[src/rtl/cic3_row_pkg.sv]
// cic3_row_pkg: shared types, default sizes and counter-width helper for the CIC3 row readout
package cic3_row_pkg;
    typedef enum logic [1:0] {IDLE, RST_HOLD, SETTLE, RUN} cic3_row_state_t;
    localparam int DEF_NUM_FILTERS = 24;
    localparam int DEF_WORD_W = 8;
    function automatic int cnt_w(input int n);
        return (n > 1) ? $clog2(n) : 1;
    endfunction
endpackage

[src/rtl/cic3_row_fifo.sv]
// cic3_row_fifo: 2-entry snapshot queue; push while full is taken when a pop happens in the same cycle
module cic3_row_fifo #(
    parameter int W = 24
) (
    input  logic         clk,
    input  logic         reset,
    input  logic         push,
    input  logic         pop,
    input  logic         clr,
    input  logic [W-1:0] din,
    output logic [W-1:0] dout,
    output logic         full,
    output logic         empty,
    output logic [1:0]   count
);
    logic [W-1:0] mem_q [2];
    logic [W-1:0] mem_d [2];
    logic wr_q, wr_d, rd_q, rd_d, do_push, do_pop;
    logic [1:0] cnt_q, cnt_d;
    always_comb begin
        do_pop = pop && !empty;
        do_push = push && (!full || do_pop);
        mem_d = mem_q;
        if (do_push) mem_d[wr_q] = din;
        wr_d = clr ? 1'b0 : wr_q ^ do_push;
        rd_d = clr ? 1'b0 : rd_q ^ do_pop;
        cnt_d = clr ? 2'd0 : cnt_q + {1'b0, do_push} - {1'b0, do_pop};
    end
    always_ff @(posedge clk) begin
        if (reset) begin
            mem_q[0] <= '0;
            mem_q[1] <= '0;
            wr_q <= 1'b0;
            rd_q <= 1'b0;
            cnt_q <= 2'd0;
        end else begin
            mem_q <= mem_d;
            wr_q <= wr_d;
            rd_q <= rd_d;
            cnt_q <= cnt_d;
        end
    end
    assign dout = mem_q[rd_q];
    assign full = cnt_q == 2'd2;
    assign empty = cnt_q == 2'd0;
    assign count = cnt_q;
endmodule

[src/rtl/cic3_row_readout_ctrl.sv]
// cic3_row_readout_ctrl: row reset/settle sequencer that queues row snapshots and streams them as LSB-first beats
module cic3_row_readout_ctrl
    import cic3_row_pkg::*;
#(
    parameter int NUM_FILTERS = DEF_NUM_FILTERS,
    parameter int WORD_W = DEF_WORD_W,
    parameter int RST_CYCLES = 16,
    parameter int SETTLE_SAMPLES = 4
) (
    input  logic                   clk,
    input  logic                   reset,
    input  logic                   enable,
    input  logic                   sample_strobe,
    input  logic [NUM_FILTERS-1:0] row_out,
    output logic                   row_reset_n,
    output logic [WORD_W-1:0]      rd_data,
    output logic                   rd_valid,
    output logic                   rd_last,
    input  logic                   rd_ready,
    output logic                   overflow,
    input  logic                   clr_overflow,
    output logic                   busy
);
    localparam int NBEATS = NUM_FILTERS / WORD_W;
    localparam int BW = cnt_w(NBEATS);
    localparam int CNT_W = cnt_w(RST_CYCLES > SETTLE_SAMPLES ? RST_CYCLES : SETTLE_SAMPLES);
    localparam logic [CNT_W-1:0] RST_LAST = CNT_W'(RST_CYCLES - 1);
    localparam logic [CNT_W-1:0] SET_LAST = CNT_W'(SETTLE_SAMPLES - 1);
    localparam logic [BW-1:0] BEAT_LAST = BW'(NBEATS - 1);
    cic3_row_state_t state_q, state_d;
    logic [CNT_W-1:0] cnt_q, cnt_d;
    logic [BW-1:0] beat_q, beat_d;
    logic ovf_q, ovf_d, rrn_q, rrn_d;
    logic flush, push_req, hs, last, pop, full, empty;
    logic [1:0] count;
    logic [NUM_FILTERS-1:0] head;
    cic3_row_fifo #(.W(NUM_FILTERS)) u_fifo (
        .clk(clk), .reset(reset), .push(push_req), .pop(pop), .clr(flush),
        .din(row_out), .dout(head), .full(full), .empty(empty), .count(count)
    );
    always_comb begin
        state_d = state_q;
        cnt_d = cnt_q;
        case (state_q)
            IDLE: if (enable) begin
                state_d = RST_HOLD;
                cnt_d = '0;
            end
            RST_HOLD: begin
                cnt_d = cnt_q + CNT_W'(1);
                if (cnt_q == RST_LAST) begin
                    state_d = SETTLE;
                    cnt_d = '0;
                end
            end
            SETTLE: if (sample_strobe) begin
                cnt_d = cnt_q + CNT_W'(1);
                if (cnt_q == SET_LAST) begin
                    state_d = RUN;
                    cnt_d = '0;
                end
            end
            default: ;
        endcase
        // dropping enable abandons everything, including a half-read snapshot
        flush = state_q != IDLE && !enable;
        if (flush) state_d = IDLE;
        push_req = state_q == RUN && enable && sample_strobe;
        rd_valid = count != 2'd0;
        last = beat_q == BEAT_LAST;
        hs = rd_valid && rd_ready && !flush;
        pop = hs && last;
        beat_d = flush ? '0 : hs ? (last ? '0 : beat_q + BW'(1)) : beat_q;
        ovf_d = (push_req && full && !pop) ? 1'b1 : clr_overflow ? 1'b0 : ovf_q;
        rrn_d = state_d == SETTLE || state_d == RUN;
        rd_data = rd_valid ? head[beat_q*WORD_W +: WORD_W] : '0;
        rd_last = rd_valid && last;
        busy = state_q != IDLE || !empty;
    end
    always_ff @(posedge clk) begin
        if (reset) begin
            state_q <= IDLE;
            cnt_q <= '0;
            beat_q <= '0;
            ovf_q <= 1'b0;
            rrn_q <= 1'b0;
        end else begin
            state_q <= state_d;
            cnt_q <= cnt_d;
            beat_q <= beat_d;
            ovf_q <= ovf_d;
            rrn_q <= rrn_d;
        end
    end
    assign row_reset_n = rrn_q;
    assign overflow = ovf_q;
endmodule
[config.mk]
export PLATFORM = sky130hd
export DESIGN_NAME = cic3_row_readout_ctrl
export DESIGN_NICKNAME = d
export VERILOG_FILES = /design/src/rtl/cic3_row_pkg.sv /design/src/rtl/cic3_row_fifo.sv /design/src/rtl/cic3_row_readout_ctrl.sv
export SDC_FILE = /design/constraint.sdc
export NUM_CORES = 1
export LEC_CHECK = 0
export ABC_AREA = 0
export BUFFER_PORTS_ARGS = -buffer_cell sky130_fd_sc_hd__buf_2
export CAP_MARGIN = 0
export CORE_MARGIN = 4
export CORE_UTILIZATION = 30
export CTS_BUF_LIST = sky130_fd_sc_hd__clkbuf_8
export CTS_CLUSTER_SIZE = 16
export DETAILED_ROUTE_END_ITERATION = 8
export GPL_TIMING_DRIVEN = 1
export PLACE_DENSITY = 0.54
export SYNTH_ARGS = -nofsm -noshare
export SYNTH_HDL_FRONTEND = slang
export SYNTH_SLANG_ARGS = --single-unit
[constraint.sdc]
create_clock -name clk -period 2.5 [get_ports clk]
set_input_delay 0 -clock clk [delete_from_list [all_inputs] [get_ports clk]]
set_output_delay 0 -clock clk [all_outputs]
set_load 0.01 [all_outputs]
Word level (Yosys, flattened, before mapping)
Cells that the tools add are included.

storage, ports and cells
  register bits after elaboration = 62
  output and inout bits = 13
  bits in latches = 0
  RAM bits = 0
  ROM bits = 0
  memories kept = 0

cells by class
  divide/modulo/power cells = 0
  reduce and logical (&&, ||, !) cells = 28
  eq/ne operators = 11
  add/subtract/negate cells = 4
  order comparisons = 3
  $mul = 0
  bitwise logic cells = 4
  muxes and demuxes = 21
  shift-type cells = 1

operators with widths
  cell                                                             number
  24-bit two-way mux                                               4
  48-bit bitwise mux                                               1
  24-bit demux with 1-bit select                                   1
  24-bit by 6-bit indexed part select with 8-bit output            1
  4-bit two-way mux                                                4
  2-bit == test, second input constant                             6
  1-bit logical AND                                                12
  2-bit two-way mux                                                6
  4-bit case mux with 3 select lines                               1
  8-bit two-way mux                                                1
  2-bit case mux with 3 select lines                               1
  2-bit nonzero test                                               3
  1-bit logical NOT                                                5
  4-bit by 1-bit adder with 4-bit output, second input constant    1
  4-bit by 2-bit == test with 1-bit output, second input constant  1
  4-bit == test, second input constant                             1
  2-bit >= comparator, second input constant                       2
  2-bit logical NOT                                                2
  2-bit != test, second input constant                             2
  1-bit inverter with 2-bit output                                 2
  1-bit logical OR                                                 3
  3-bit AND reduction                                              1
  3-bit nonzero test                                               1
  2-bit by 1-bit adder with 2-bit output                           1
  7 further kinds                                                  9

Depth between registers and ports, before layout
  depth in word-level cells = 10
  depth in mapped cells = 10

Cells and area by module
Synthesis repeated with hierarchy kept, for this count alone.

second synthesis, totals
  cells, all modules = 323
  area, all modules = 3100.5 sq um

by module, submodules not included
  module                 cells an instance  times used  seq. area each (sq um)  area each (sq um)
  cic3_row_fifo          206                1           1041.0                  2257.2
  cic3_row_readout_ctrl  117                1           200.2                   843.3

Worst setup path before layout
OpenSTA, ideal clock, no wires.

  kind = reg-to-reg
  start point = reg state_q[0]
  end point = reg u_fifo.mem_q[12] (netlist bit)
  path slack = 287 ps
  path buffers = 2
  period minus slack after synthesis = 2213 ps
  arrival = 2085 ps
  cell stages (with the launch flop) = 11
  path through = dfxtp_1 -> inv_1 -> ha_1 -> o221ai_2 -> o211a_1 -> nor2_1 -> ha_1 -> buf_2 -> buf_2 -> mux2i_1 -> nor2_1

on the way
  cells in the longest elaborated chain, start to end = 8
  elaborated cells between the ends (all ways) = 11
  classes of those cells = eq/ne: 1; reduce/logical: 10

ends and longest elaborated chain
  what                    line                         RTL
  from (decl)             cic3_row_readout_ctrl.sv:30  cic3_row_state_t state_q, state_d;
  from (signal assigned)  cic3_row_readout_ctrl.sv:88  state_q <= state_d;
  2-bit nonzero test      cic3_row_readout_ctrl.sv:66  flush = state_q != IDLE && !enable;
  1-bit logical AND       cic3_row_readout_ctrl.sv:66
  1-bit logical NOT       cic3_row_readout_ctrl.sv:71  hs = rd_valid && rd_ready && !flush;
  1-bit logical AND       cic3_row_readout_ctrl.sv:71
  1-bit logical AND       cic3_row_readout_ctrl.sv:72  pop = hs && last;
  1-bit logical AND       cic3_row_fifo.sv:21          do_pop = pop && !empty;
  1-bit logical OR        cic3_row_fifo.sv:22          do_push = push && (!full || do_pop);
  1-bit logical AND *     cic3_row_fifo.sv:22
  to (signal assigned)    cic3_row_fifo.sv:37          mem_q <= mem_d;
  to (decl)               cic3_row_fifo.sv:16          logic [W-1:0] mem_q [2];

Mark *: on every way between the ends. The rest lies on a longest branch, timed or not.
A chain may end at the register's enable or synchronous reset.

Final worst setup path
  start point = reg state_q[0]
  end point = reg u_fifo.mem_q[16] (netlist bit)

Same word-level chain as after synthesis.

==> impl_metrics.yaml <==
logic_synthesis:
  avgSynthCellArea_um2: 9.80
  netlist_instances: 300
  synthAdderAreaFrac: 0.0426
  synth-compound-area-share: 0.0617
  seq_area_frac_synth: 0.422
  yosysWarnings: 0
  synth_seq_cells: 62
  synth.distinct_cells: 38
  synth_top_family_by_area: "multiplexers"
  synth_area_leaders: "dfxtp_1, mux2i_1, nor2_1"
  synth_top_area_frac: 0.422
  synth_xor_area_frac: 0.00894
  synth_mux_area_frac: 0.252
  synthSimpleGateAreaFrac: 0.172
  syn_area_um2: 2940
  synth.largest_area_cell: "dfxtp_1"
  synth.net_count: 340
finish:
  mostFrequentLayoutCells: "nor2_1, dfxtp_1, mux2i_1, buf_2, dlygate4sd3_1"
  finalNonFillerCells: 501
  antennaDiodeCount: 0
  layout.nets: 407
  fill_cells: 965
  area_growth_syn_to_layout_pct: 27.3
  layout_commonest_cell: "nor2_1"
  drive_gt1_frac: 0.223
clock_network:
  cts_buffer_depth: 2
  cts_setup_buffers: 0
  tritoncts: "built"
  clkLatencyLatePin_ns: 0.33
  cts_root_buf: "clkbuf_8"
  cts_max_level: 3
  path_clk_slew_ns: 0.07
  cts_sinks: 62
  numCtsBuffers: 9
placement:
  placed_cells: 460
  port-buffer-count: 42
  dpl.hpwl_um: 4600
  place_ws_ns: 0.169
  gp_congestion: 0.824
floorplanning:
  die_area_um2: 11400
  start_util: 0.314
  die_w_um: 107
  coreArea_um2: 9370
  fp.dieH_um: 107
  io_pins: 43
  rows: 35
pwr:
  ir_drop_v: 0.000263
  total_power_uw: 1980
  p_switching_uw: 463
  power.density_nw_per_um2: 530
  swShare: 0.234
  p_int_uw: 1520
  p_leak_uw: 0.00135
  pwr-share-clk: 0.422
  comb_power_share: 0.076
  p_seq_frac: 0.502
timing:
  fin_crit_sh: 0.906
  fin_skew_ns: 0.0100
  fmax_mhz: 442
  whs_ns: 0.0696
  setup_slack_ns: 0.235
  worstMarginPinSlew_ns: 0.735
  relSlewSlack: 0.508
  maxSlewViolCount: 0
  final.min_clock_period_ns: 2.26
  rsz0062_at_grt: "no"
  setup_tns_ns: 0
  hold_violations: 0
  setup_viol_count_final: 0
status:
  outcome: "finished clean"
routing:
  avgViaCountPerCell: 4.52
  ant_nets: 0
  drt-total-wl_um: 6500
  drt-initial-drc-count: 67
  post_drt_wl_per_cell_um: 13.0
  vias: 2263
  drc: 0
  drtPass1Iterations: 4
hold_path:
  hold_path.class: "primary input to flip-flop"
  min_from: "rd_ready"
  whs_path_depth: 4
  hold-path-endpoint: "beat_q[0]"
setup_path:
  max_stage_delay_ns: 0.36
  crit_type: "flip-flop to flip-flop"
  worstPathArrival_ns: 2.47
  slowest_stage: "dfxtp_1"
  end_kind: "flip-flop"
  required_ns: 2.71
  r2r_cells: 9
  crit_fanout: 24
  crit-reg2reg-launch: "state_q[0]"
  r2r-end: "u_fifo.mem_q[16]"
  crit_chain: "inv_1, ha_2, o221ai_2, o211a_1, nor2_1, ha_1, buf_12, mux2i_1, nor2_1"
  cp-start-kind: "flip-flop"
  crit_path_frequent_cell: "nor2_1"
  regToRegSetupSlack_ns: 0.24
global_route:
  globalRouteOverflowTotal: 0
  grt_pass1_wl_um: 11100
  antenna_found_initial: 0
  track_usage: 0.123
  grt_pass1_vias: 2209
  grt_max_degree: 32
flow_run:
  max_cap_viol_count: 0
-- cell type report --
type	instances	area, um^2	area share
clock buffers	9	124	0.0331
inverters	8	30.0	0.00803
repair buffers	74	538	0.144
flip-flops and latches	62	1240	0.332
multi-input cells	212	1580	0.422
clock inverters	7	66.3	0.0177
well taps	129	161	0.0431
-- metal layers --
metal,wire [um],vias to the layer above,GRT usage
li1,-,1169,-
met1,3330,1047,0.177
met2,2870,37,0.174
met3,186,10,0.0259
met4,117,0,0.0548
met5,0,-,0
-- stage by stage --
stage / cell area, um^2 / utilization
global placement: 3300 / 0.352
detailed placement: 3300 / 0.352
floorplan: 2940 / -
global route: 3740 / 0.399
CTS: 3740 / 0.399
finish: 3740 / 0.399
-- worst max-delay path, delay by kind of cell (launching register included) --
kind	cells	cell delay (ns)
AO/OA/AOI/OAI	2	0.41
adder cells (fa/ha/maj)	2	0.51
buffers and inverters	2	0.36
flip-flops	1	0.36
multiplexers	1	0.24
AND/OR/NAND/NOR	2	0.25
-- worst max path at each step --
| stage | slack [ns] | depth (start not counted) | startpoint | to |
|---|---|---|---|---|
| floorplan | 0.29 | 10 | state_q[0] | u_fifo.mem_q[12] |
| global placement | 0.28 | 9 | state_q[0] | u_fifo.mem_q[34] |
| detailed placement | 0.17 | 9 | state_q[0] | u_fifo.mem_q[16] |
| CTS | 0.15 | 9 | state_q[0] | u_fifo.mem_q[16] |
| global route | 0.04 | 9 | state_q[0] | u_fifo.mem_q[35] |
| finish | 0.24 | 9 | state_q[0] | u_fifo.mem_q[16] |
-- synth_stat cells (all sizes together) --
| library cell | n |
|---|---|
| a41oi | 1 |
| a31oi | 1 |
| xnor2 | 2 |
| o211a | 1 |
| nand3b | 1 |
| ha | 10 |
| nor4bb | 2 |
| nand2b | 3 |
| o21bai | 1 |
| nor3 | 5 |
| xor2 | 1 |
| nor4b | 1 |
| a211o | 1 |
| nand2 | 5 |
| o31ai | 1 |
| and4b | 1 |
| mux2i | 56 |
| nor2 | 78 |
| o221ai | 1 |
| nor2b | 2 |
| o21ai | 5 |
| dfxtp | 62 |
| nand3 | 6 |
| nor3b | 1 |
| mux4 | 8 |
| a21oi | 16 |
| o22a | 1 |
| inv | 8 |
| buf | 11 |
| clkbuf | 7 |
| or3 | 1 |
-- registers in the layout (all words and copies together), names as in the netlist --
name,cells
u_fifo.rd_q,1
beat_q,2
row_reset_n,1
cnt_q,4
u_fifo.count,2
overflow,1
state_q,2
u_fifo.mem_q,48
u_fifo.wr_q,1
-- power by group through the flow --
stage | Sequential [uW] | Clock [uW] | Combinational (uW)
2_1_floorplan | 1020 | 0 | 69.6
3_3_place_gp | 1020 | 0 | 120
3_5_place_dp | 1020 | 0 | 120
4_1_cts | 995 | 874 | 151
5_1_grt | 995 | 914 | 167
6_report | 995 | 835 | 151
-- cell families after synthesis --
logic type | Yosys count
AOI/OAI and AO/OA | 29
and+or+nand+nor | 106
xor gates and xnor gates | 3
buffers and inverters | 26
adders and majority gates | 10
muxes | 64
DFF | 62
-- timing repair --
action	in CTS	in global routing
setup endpoints to repair	0	5
hold buffers	25	0
hold endpoints to repair	49	0
gates resized for setup	0	1
Power figures use the tool's default switching activity.
